===== config.mk =====
export PLATFORM = sky130hd
export DESIGN_NAME = axi_wr_burst_sched
export DESIGN_NICKNAME = d
export VERILOG_FILES = /design/src/rtl/axi_wr_sched_pkg.sv /design/src/rtl/wr_burst_calc.sv /design/src/rtl/axi_wr_burst_sched.sv
export SDC_FILE = /design/constraint.sdc
export NUM_CORES = 1
export LEC_CHECK = 0
export BUFFER_PORTS_ARGS = -buffer_cell sky130_fd_sc_hd__buf_2
export CORE_AREA = 2 2 692 694
export CTS_BUF_LIST = sky130_fd_sc_hd__clkbuf_8 sky130_fd_sc_hd__clkbuf_16
export CTS_CLUSTER_SIZE = 25
export DETAILED_ROUTE_END_ITERATION = 8
export DIE_AREA = 0 0 694 696
export PLACE_DENSITY_LB_ADDON = 0.2
export SLEW_MARGIN = 20
export SYNTH_ARGS = -nofsm -noshare
export SYNTH_HDL_FRONTEND = slang
export SYNTH_HIERARCHICAL = 1
export SYNTH_SLANG_ARGS = --single-unit

===== constraint.sdc =====
create_clock -name clk -period 3.47 [get_ports clk]
set_clock_uncertainty 0.1 [all_clocks]
set_input_delay 0.347 -clock clk [delete_from_list [all_inputs] [get_ports clk]]
set_output_delay 0.347 -clock clk [all_outputs]
set_load 0.02 [all_outputs]

===== src/rtl/axi_wr_sched_pkg.sv =====
// rtl/axi_wr_sched_pkg.sv - shared state type and geometry constants for the write-burst scheduler
package axi_wr_sched_pkg;

  typedef enum logic [1:0] {
    IDLE,
    ISSUE,
    DATA,
    DONE
  } state_e;

  localparam int BEAT_BYTES = 64;
  localparam int PAGE_BYTES = 4096;
  localparam int PAGE_BEATS = PAGE_BYTES / BEAT_BYTES;

endpackage


===== src/rtl/wr_burst_calc.sv =====
// rtl/wr_burst_calc.sv - burst length = min(remaining, MAX_BURST, beats left in the 4 KB page)
module wr_burst_calc
  import axi_wr_sched_pkg::*;
#(
  parameter int LEN_WIDTH = 16,
  parameter int MAX_BURST = 64
) (
  input  logic [LEN_WIDTH-1:0] remaining,
  input  logic [5:0]           page_off,
  output logic [6:0]           burst
);

  logic [6:0] room;
  logic [6:0] cap;

  always_comb begin
    room  = 7'(PAGE_BEATS) - {1'b0, page_off};
    cap   = (7'(MAX_BURST) < room) ? 7'(MAX_BURST) : room;
    burst = (remaining < LEN_WIDTH'(cap)) ? remaining[6:0] : cap;
  end

endmodule


===== src/rtl/axi_wr_burst_sched.sv =====
// rtl/axi_wr_burst_sched.sv - two-requester round-robin job scheduler that splits jobs into engine bursts
module axi_wr_burst_sched
  import axi_wr_sched_pkg::*;
#(
  parameter int ADDR_WIDTH = 64,
  parameter int DATA_WIDTH = 512,
  parameter int LEN_WIDTH  = 16,
  parameter int MAX_BURST  = 64
) (
  input  logic                  clk,
  input  logic                  rst_n,
  input  logic                  clear,
  input  logic                  r0_valid,
  output logic                  r0_ready,
  input  logic [ADDR_WIDTH-1:0] r0_addr,
  input  logic [LEN_WIDTH-1:0]  r0_beats,
  input  logic                  r0_den,
  input  logic [DATA_WIDTH-1:0] r0_din,
  output logic                  r0_drdy,
  output logic                  r0_done,
  input  logic                  r1_valid,
  output logic                  r1_ready,
  input  logic [ADDR_WIDTH-1:0] r1_addr,
  input  logic [LEN_WIDTH-1:0]  r1_beats,
  input  logic                  r1_den,
  input  logic [DATA_WIDTH-1:0] r1_din,
  output logic                  r1_drdy,
  output logic                  r1_done,
  input  logic                  lcl_ibusy,
  output logic                  lcl_istart,
  output logic [ADDR_WIDTH-1:0] lcl_iaddr,
  output logic [7:0]            lcl_inum,
  input  logic                  lcl_irdy,
  output logic                  lcl_den,
  output logic [DATA_WIDTH-1:0] lcl_din,
  output logic                  lcl_idone,
  output logic                  grant,
  output logic                  sched_busy
);

  localparam int BEAT_SHIFT = $clog2(BEAT_BYTES);
  localparam int PAGE_SHIFT = $clog2(PAGE_BYTES);

  state_e                state_q, state_d;
  logic [ADDR_WIDTH-1:0] addr_q, addr_d;
  logic [LEN_WIDTH-1:0]  rem_q, rem_d;
  logic [6:0]            burst_q, burst_d;
  logic [6:0]            beat_cnt_q, beat_cnt_d;
  logic                  grant_q, grant_d;
  logic                  pref_q, pref_d;
  logic                  istart_q, istart_d;
  logic [ADDR_WIDTH-1:0] iaddr_q, iaddr_d;
  logic [7:0]            inum_q, inum_d;

  logic [6:0]            next_burst;
  logic                  win_idx;
  logic [ADDR_WIDTH-1:0] win_addr;
  logic [LEN_WIDTH-1:0]  win_beats;
  logic                  sel_den;

  wr_burst_calc #(
    .LEN_WIDTH(LEN_WIDTH),
    .MAX_BURST(MAX_BURST)
  ) u_calc (
    .remaining(rem_q),
    .page_off (addr_q[PAGE_SHIFT-1:BEAT_SHIFT]),
    .burst    (next_burst)
  );

  // pref_q names the requester that wins a tie; it flips away from whoever was just served
  assign win_idx   = (r0_valid & r1_valid) ? pref_q : r1_valid;
  assign win_addr  = win_idx ? r1_addr : r0_addr;
  assign win_beats = win_idx ? r1_beats : r0_beats;
  assign sel_den   = grant_q ? r1_den : r0_den;

  assign lcl_din    = grant_q ? r1_din : r0_din;
  assign lcl_istart = istart_q;
  assign lcl_iaddr  = iaddr_q;
  assign lcl_inum   = inum_q;
  assign grant      = grant_q;
  assign sched_busy = (state_q != IDLE);

  always_comb begin
    state_d    = state_q;
    addr_d     = addr_q;
    rem_d      = rem_q;
    burst_d    = burst_q;
    beat_cnt_d = beat_cnt_q;
    grant_d    = grant_q;
    pref_d     = pref_q;
    istart_d   = 1'b0;
    iaddr_d    = iaddr_q;
    inum_d     = inum_q;
    r0_ready   = 1'b0;
    r1_ready   = 1'b0;
    r0_drdy    = 1'b0;
    r1_drdy    = 1'b0;
    r0_done    = 1'b0;
    r1_done    = 1'b0;
    lcl_den    = 1'b0;
    lcl_idone  = 1'b0;

    unique case (state_q)
      IDLE: begin
        if (r0_valid | r1_valid) begin
          r0_ready = ~win_idx;
          r1_ready = win_idx;
          grant_d  = win_idx;
          addr_d   = win_addr & ~ADDR_WIDTH'(BEAT_BYTES - 1);
          rem_d    = win_beats;
          state_d  = (win_beats == '0) ? DONE : ISSUE;
        end
      end
      ISSUE: begin
        if (!lcl_ibusy) begin
          istart_d   = 1'b1;
          iaddr_d    = addr_q;
          inum_d     = {1'b0, next_burst};
          burst_d    = next_burst;
          beat_cnt_d = '0;
          state_d    = DATA;
        end
      end
      DATA: begin
        r0_drdy = ~grant_q & lcl_irdy;
        r1_drdy = grant_q & lcl_irdy;
        lcl_den = lcl_irdy & sel_den;
        if (lcl_den) begin
          if (beat_cnt_q == burst_q - 7'd1) begin
            lcl_idone  = 1'b1;
            beat_cnt_d = '0;
            rem_d      = rem_q - LEN_WIDTH'(burst_q);
            addr_d     = addr_q + (ADDR_WIDTH'(burst_q) << BEAT_SHIFT);
            state_d    = (rem_q == LEN_WIDTH'(burst_q)) ? DONE : ISSUE;
          end else begin
            beat_cnt_d = beat_cnt_q + 7'd1;
          end
        end
      end
      DONE: begin
        r0_done = ~grant_q;
        r1_done = grant_q;
        pref_d  = ~grant_q;
        state_d = IDLE;
      end
      default: state_d = IDLE;
    endcase

    // abort wins over everything: no handshake or pulse leaks out in the abort cycle
    if (clear || !rst_n) begin
      state_d    = IDLE;
      pref_d     = 1'b0;
      grant_d    = 1'b0;
      beat_cnt_d = '0;
      istart_d   = 1'b0;
      r0_ready   = 1'b0;
      r1_ready   = 1'b0;
      r0_drdy    = 1'b0;
      r1_drdy    = 1'b0;
      r0_done    = 1'b0;
      r1_done    = 1'b0;
      lcl_den    = 1'b0;
      lcl_idone  = 1'b0;
    end
  end

  always_ff @(posedge clk) begin
    if (!rst_n) begin
      state_q    <= IDLE;
      addr_q     <= '0;
      rem_q      <= '0;
      burst_q    <= '0;
      beat_cnt_q <= '0;
      grant_q    <= 1'b0;
      pref_q     <= 1'b0;
      istart_q   <= 1'b0;
      iaddr_q    <= '0;
      inum_q     <= '0;
    end else begin
      state_q    <= state_d;
      addr_q     <= addr_d;
      rem_q      <= rem_d;
      burst_q    <= burst_d;
      beat_cnt_q <= beat_cnt_d;
      grant_q    <= grant_d;
      pref_q     <= pref_d;
      istart_q   <= istart_d;
      iaddr_q    <= iaddr_d;
      inum_q     <= inum_d;
    end
  end

endmodule

==> results of run 1 <==
## synth_stat cells, types with 7 or more instances
library cell	number	area share, %
mux2_2	513	37
nand2_1	329	7.9
a21oi_1	176	5.7
dfxtp_1	151	19
clkbuf_1	115	2.8
nor2_1	81	2.0
o21ai_0	54	1.7
nand3_1	52	1.7
inv_1	34	0.82
nor3_1	30	0.96
a31oi_1	26	1.0
mux2i_1	24	1.5
ha_1	23	1.8
and3_1	19	0.76
buf_2	18	0.58
o211ai_1	16	0.77
xnor2_1	16	0.90
nand4_1	15	0.60
nor4_1	13	0.52
buf_1	12	0.29
buf_4	12	0.58
o22ai_1	12	0.48
o21ai_1	11	0.35
o221a_1	10	0.72
xor2_1	8	0.45
a211oi_1	7	0.34
nand2b_1	7	0.28
o31a_1	7	0.39
or3_1	7	0.28
## logic make-up after synthesis
logic type               after synthesis  synth area share, %
multiplexers                         538                38.74
AND/OR/NAND/NOR                      606                18.21
XOR/XNOR                              24                1.350
AO/OA/AOI/OAI                        376                15.12
flip-flops                           151                19.41
adder cells (fa/ha/maj)               25                2.105
other                                  1              0.02408
buffers and inverters                191                5.038
==> results.py, run 1 <==
metrics = {
    "run_status": {
        "outcome": "stopped before the end",
        "stop_stage": "3_3_place_gp",
        "error": "[ERROR GPL-0305] RePlAce diverged during gradient descent calculation, resulting in an invalid step length (Inf or NaN). This is often caused by numerical instability ...",
    },
    "synth": {
        "ys_seq_elements": 151,
        "synth_cell_types": 84,
        "synth_edf_count": 0,
        "syn-cell-area_um2": 15570,
        "syn_inst": 1912,
        "ys_warn_count": 6,
        "yosysSeqAreaShare_pct": 19.41,
        "async_reset_ff_share_pct": 0,
        "synth_ff_type": "dfxtp_1",
        "avgSynthCellArea_um2": 8.145,
    },
    "placed_design": {
        "portBuffers": 1768,
    },
    "floorplanning": {
        "die_h_um": 696,
        "start_util_pct": 3.269,
        "io_pins": 1788,
        "die_w_um": 694,
        "rows": 254,
    },
}
==> inputs of run 2 (changes only) <==
--- a/config.mk
+++ b/config.mk
@@ -6,12 +6,10 @@
 export NUM_CORES = 1
 export LEC_CHECK = 0
 export BUFFER_PORTS_ARGS = -buffer_cell sky130_fd_sc_hd__buf_2
-export CORE_AREA = 2 2 692 694
-export CTS_BUF_LIST = sky130_fd_sc_hd__clkbuf_8 sky130_fd_sc_hd__clkbuf_16
-export CTS_CLUSTER_SIZE = 25
+export CORE_AREA = 2 2 704 706
 export DETAILED_ROUTE_END_ITERATION = 8
-export DIE_AREA = 0 0 694 696
-export PLACE_DENSITY_LB_ADDON = 0.2
+export DIE_AREA = 0 0 706 708
+export PLACE_DENSITY_LB_ADDON = 0.15
 export SLEW_MARGIN = 20
 export SYNTH_ARGS = -nofsm -noshare
 export SYNTH_HDL_FRONTEND = slang
==> run 2 against run 1 <==
The run now ends clean. Area after synthesis stayed put. Synthesized cell count stayed put.
==> results.py, run 2 <==
metrics = {
    "power_and_ir_drop": {
        "worst_ir_drop_vdd_v": 0.0003816,
        "p_int_mw": 4.247,
        "p_leak_nw": 12.95,
        "pwr-share-clk_pct": 22.6,
        "p_seq_share_pct": 22.4,
        "switching_share_pct": 51.89,
        "p_total_mw": 8.828,
        "p_sw_mw": 4.581,
        "power_frac_comb_pct": 55.1,
        "p_per_area_nw_per_um2": 261.8,
    },
    "run": {
        "maxCapViolations": 0,
    },
    "route": {
        "num_vias": 25110,
        "dr.pass1.iters": 7,
        "totalWireLength_um": 416800,
        "wl_per_cell_um": 40.47,
        "drt.antenna.violating_nets": 0,
        "viasPerCell": 2.437,
        "drc_errors": 0,
        "drt-initial-drc-count": 1491,
    },
    "clock_tree": {
        "cts.sinks": 151,
        "clk_latency_ps": 500,
        "cts_root_buf": "clkbuf_16",
        "cts.clk_slew.worst_paths_ps": 70,
        "htreeDepth": 4,
        "tritoncts": "yes",
        "ctsHoldBuffers": 0,
        "ctsLongestPathBuffers": 2,
        "cts_buffers": 17,
    },
    "worst_setup_path": {
        "slowest_delay_ps": 350,
        "cpLargestDelayFamily": "buffers and inverters",
        "r2r-start": "addr_q[7]$_SDFFE_PN0P_",
        "rrSetupSlack_ps": 300,
        "crit_path_end_kind": "output pin",
        "worstSetupStartpointType": "register",
        "crit_cells": 12,
        "crit_fanout": 5,
        "crit_buf_inv": 5,
        "path_cells": "buf_4 > inv_1 > ha_1 > nor3b_4 > mux2i_1 > mux2i_1 > a21oi_2 > nand3_1 > buf_4 > nor2b_4 > buf_6 > buf_12",
        "reg2reg_depth": 12,
        "cpMaxStageDelayCell": "dfxtp_1",
        "crit_arrival_ps": 2770,
        "cp_data_required_time_ps": 3020,
        "startpoint": "lcl_inum[0]$_SDFFE_PN0P_",
        "criticalPathCategory": "register to output pin",
    },
    "sta": {
        "timing.fmax_mhz": 310.4,
        "relSlewSlack_pct": 40.12,
        "tns_ps": 0,
        "rsz0062_at_grt": "no",
        "hold_viol_final": 0,
        "setup_violations": 0,
        "min_period_over_period_pct": 92.83,
        "min_period_ps": 3221,
        "slew_viol_final": 0,
        "worst_slew_pin_slew_ps": 898.2,
    },
    "synth": {
        "ys_seq_elements": 151,
        "ys_warn_count": 6,
        "yosysMostFrequentCell": "mux2_2",
        "synth_area_leader_cell": "mux2_2",
        "syn-cell-area_um2": 15570,
        "synth_ff_type": "dfxtp_1",
        "synth_cell_types": 84,
        "async_reset_ff_share_pct": 0,
        "syn_inst": 1912,
        "synth_common_cells": "513 x mux2_2, 329 x nand2_1, 176 x a21oi_1",
        "yosysTopAreaCellShare_pct": 37.10,
        "yosysSeqAreaShare_pct": 19.41,
        "yosys-top-cells-area": "mux2_2 37%, dfxtp_1 19%, nand2_1 7.9%",
        "avgSynthCellArea_um2": 8.145,
        "synth_edf_count": 0,
    },
    "placed_design": {
        "dp_hpwl_um": 394800,
        "gp_congestion": 1.035,
        "portBuffers": 1768,
        "place_area_um2": 32700,
        "dpl.cell_count": 10100,
    },
    "floorplanning": {
        "rows": 258,
        "fp.coreArea_um2": 492300,
        "die_w_um": 706,
        "die_area_um2": 499800,
        "die_h_um": 708,
        "io_pins": 1788,
        "start_util_pct": 3.163,
    },
    "grt": {
        "first_global_vias": 24120,
        "antenna_found_initial": 534,
        "grt_overflow_total": 0,
        "grtUsageTotal_pct": 16.00,
        "grt_max_degree": 87,
        "grt_pass1_wl_um": 471000,
    },
    "layout": {
        "nets": 4840,
        "final_core_util_pct": 6.850,
        "final_cell_mix": "1,766 x buf_2, 513 x mux2_2, 329 x nand2_1",
        "final_common_cell": "buf_2",
        "area_delta_synth_final_pct": 116.6,
        "stdcell_area_um2": 33720,
        "drive_gt1_share_pct": 67.04,
        "final_cells": 10300,
    },
    "worst_hold_path": {
        "min_path_cells": 3,
        "min-delay-start": "lcl_ibusy",
        "hp-class": "input port to register",
    },
    "run_status": {
        "outcome": "finished clean",
    },
}
-- run 2: cell counts after synthesis --
Identical to the previous run, type by type.
-- run 2: power groups by stage --
| stage | logic [mW] | clock network (mW) | registers (mW) |
|---|---|---|---|
| floorplan | 1.69 | 0 | 1.97 |
| global placement | 5.12 | 0 | 2.02 |
| detailed placement | 5.10 | 0 | 2.02 |
| CTS | 5.12 | 2.08 | 1.98 |
| global route | 5.14 | 2.13 | 1.99 |
| finish | 4.86 | 1.99 | 1.97 |
-- run 2: final timing paths --
check / endpoint
max: lcl_idone
min: state_q[0]$_SDFFE_PP0P_
max reg2reg: lcl_inum[1]$_SDFFE_PN0P_
min reg2reg: lcl_iaddr[36]$_SDFFE_PN0P_
-- run 2: metrics by stage --
| step | worst slack (ps) | hold slack (ps) |
|---|---|---|
| 4_1_cts | 11.70 | 42.40 |
| 3_5_place_dp | 36.94 | 349.1 |
| 2_1_floorplan | 357.4 | 341.5 |
| 5_1_grt | 6.041 | 67.31 |
| 3_3_place_gp | 42.04 | 349.6 |
| 6_report | 248.9 | 73.52 |
-- run 2: timing repair --
| item | CTS | global route |
|---|---|---|
| setup buffers | 1 | 1 |
| pin swaps | 1 | 0 |
| gates resized for setup | 5 | 3 |
| endpoints found under the setup margin | 1 | 1 |
-- run 2: kinds of logic after synthesis --
logic type / after synthesis / share of synthesized area [%]
DFF: 151 / 19.41
and+or+nand+nor: 606 / 18.21
adders and majority gates: 25 / 2.105
xor gates and xnor gates: 24 / 1.350
muxes: 538 / 38.74
AOI/OAI and AO/OA: 376 / 15.12
buffers and inverters: 191 / 5.038
other: 1 / 0.02408
-- run 2: cell type report --
type                    count  area, um2
clock inverters            14      135.1
flip-flops and latches    151       3028
fillers                 58430     458600
inverters                  34      128.9
repair buffers           1842       9600
well taps                6500       8133
diodes                    166      415.4
multi-input cells        1576      11850
clock buffers              18      429.2
-- run 2: per-layer routing --
layer,vias to the layer above,GRT usage (%),part of all wire [%]
met5,-,0,0.15
met4,96,1.809,2.6
met3,727,3.321,5.5
met2,1792,30.36,52
met1,11940,18.77,40
li1,10550,-,-
-- run 2: tightest hold or removal path: stages --
cell and delay, ps:
buf_2 120, nand3b_1 80, a21oi_1 60
Note: power is estimated with default switching activity, not from simulation.
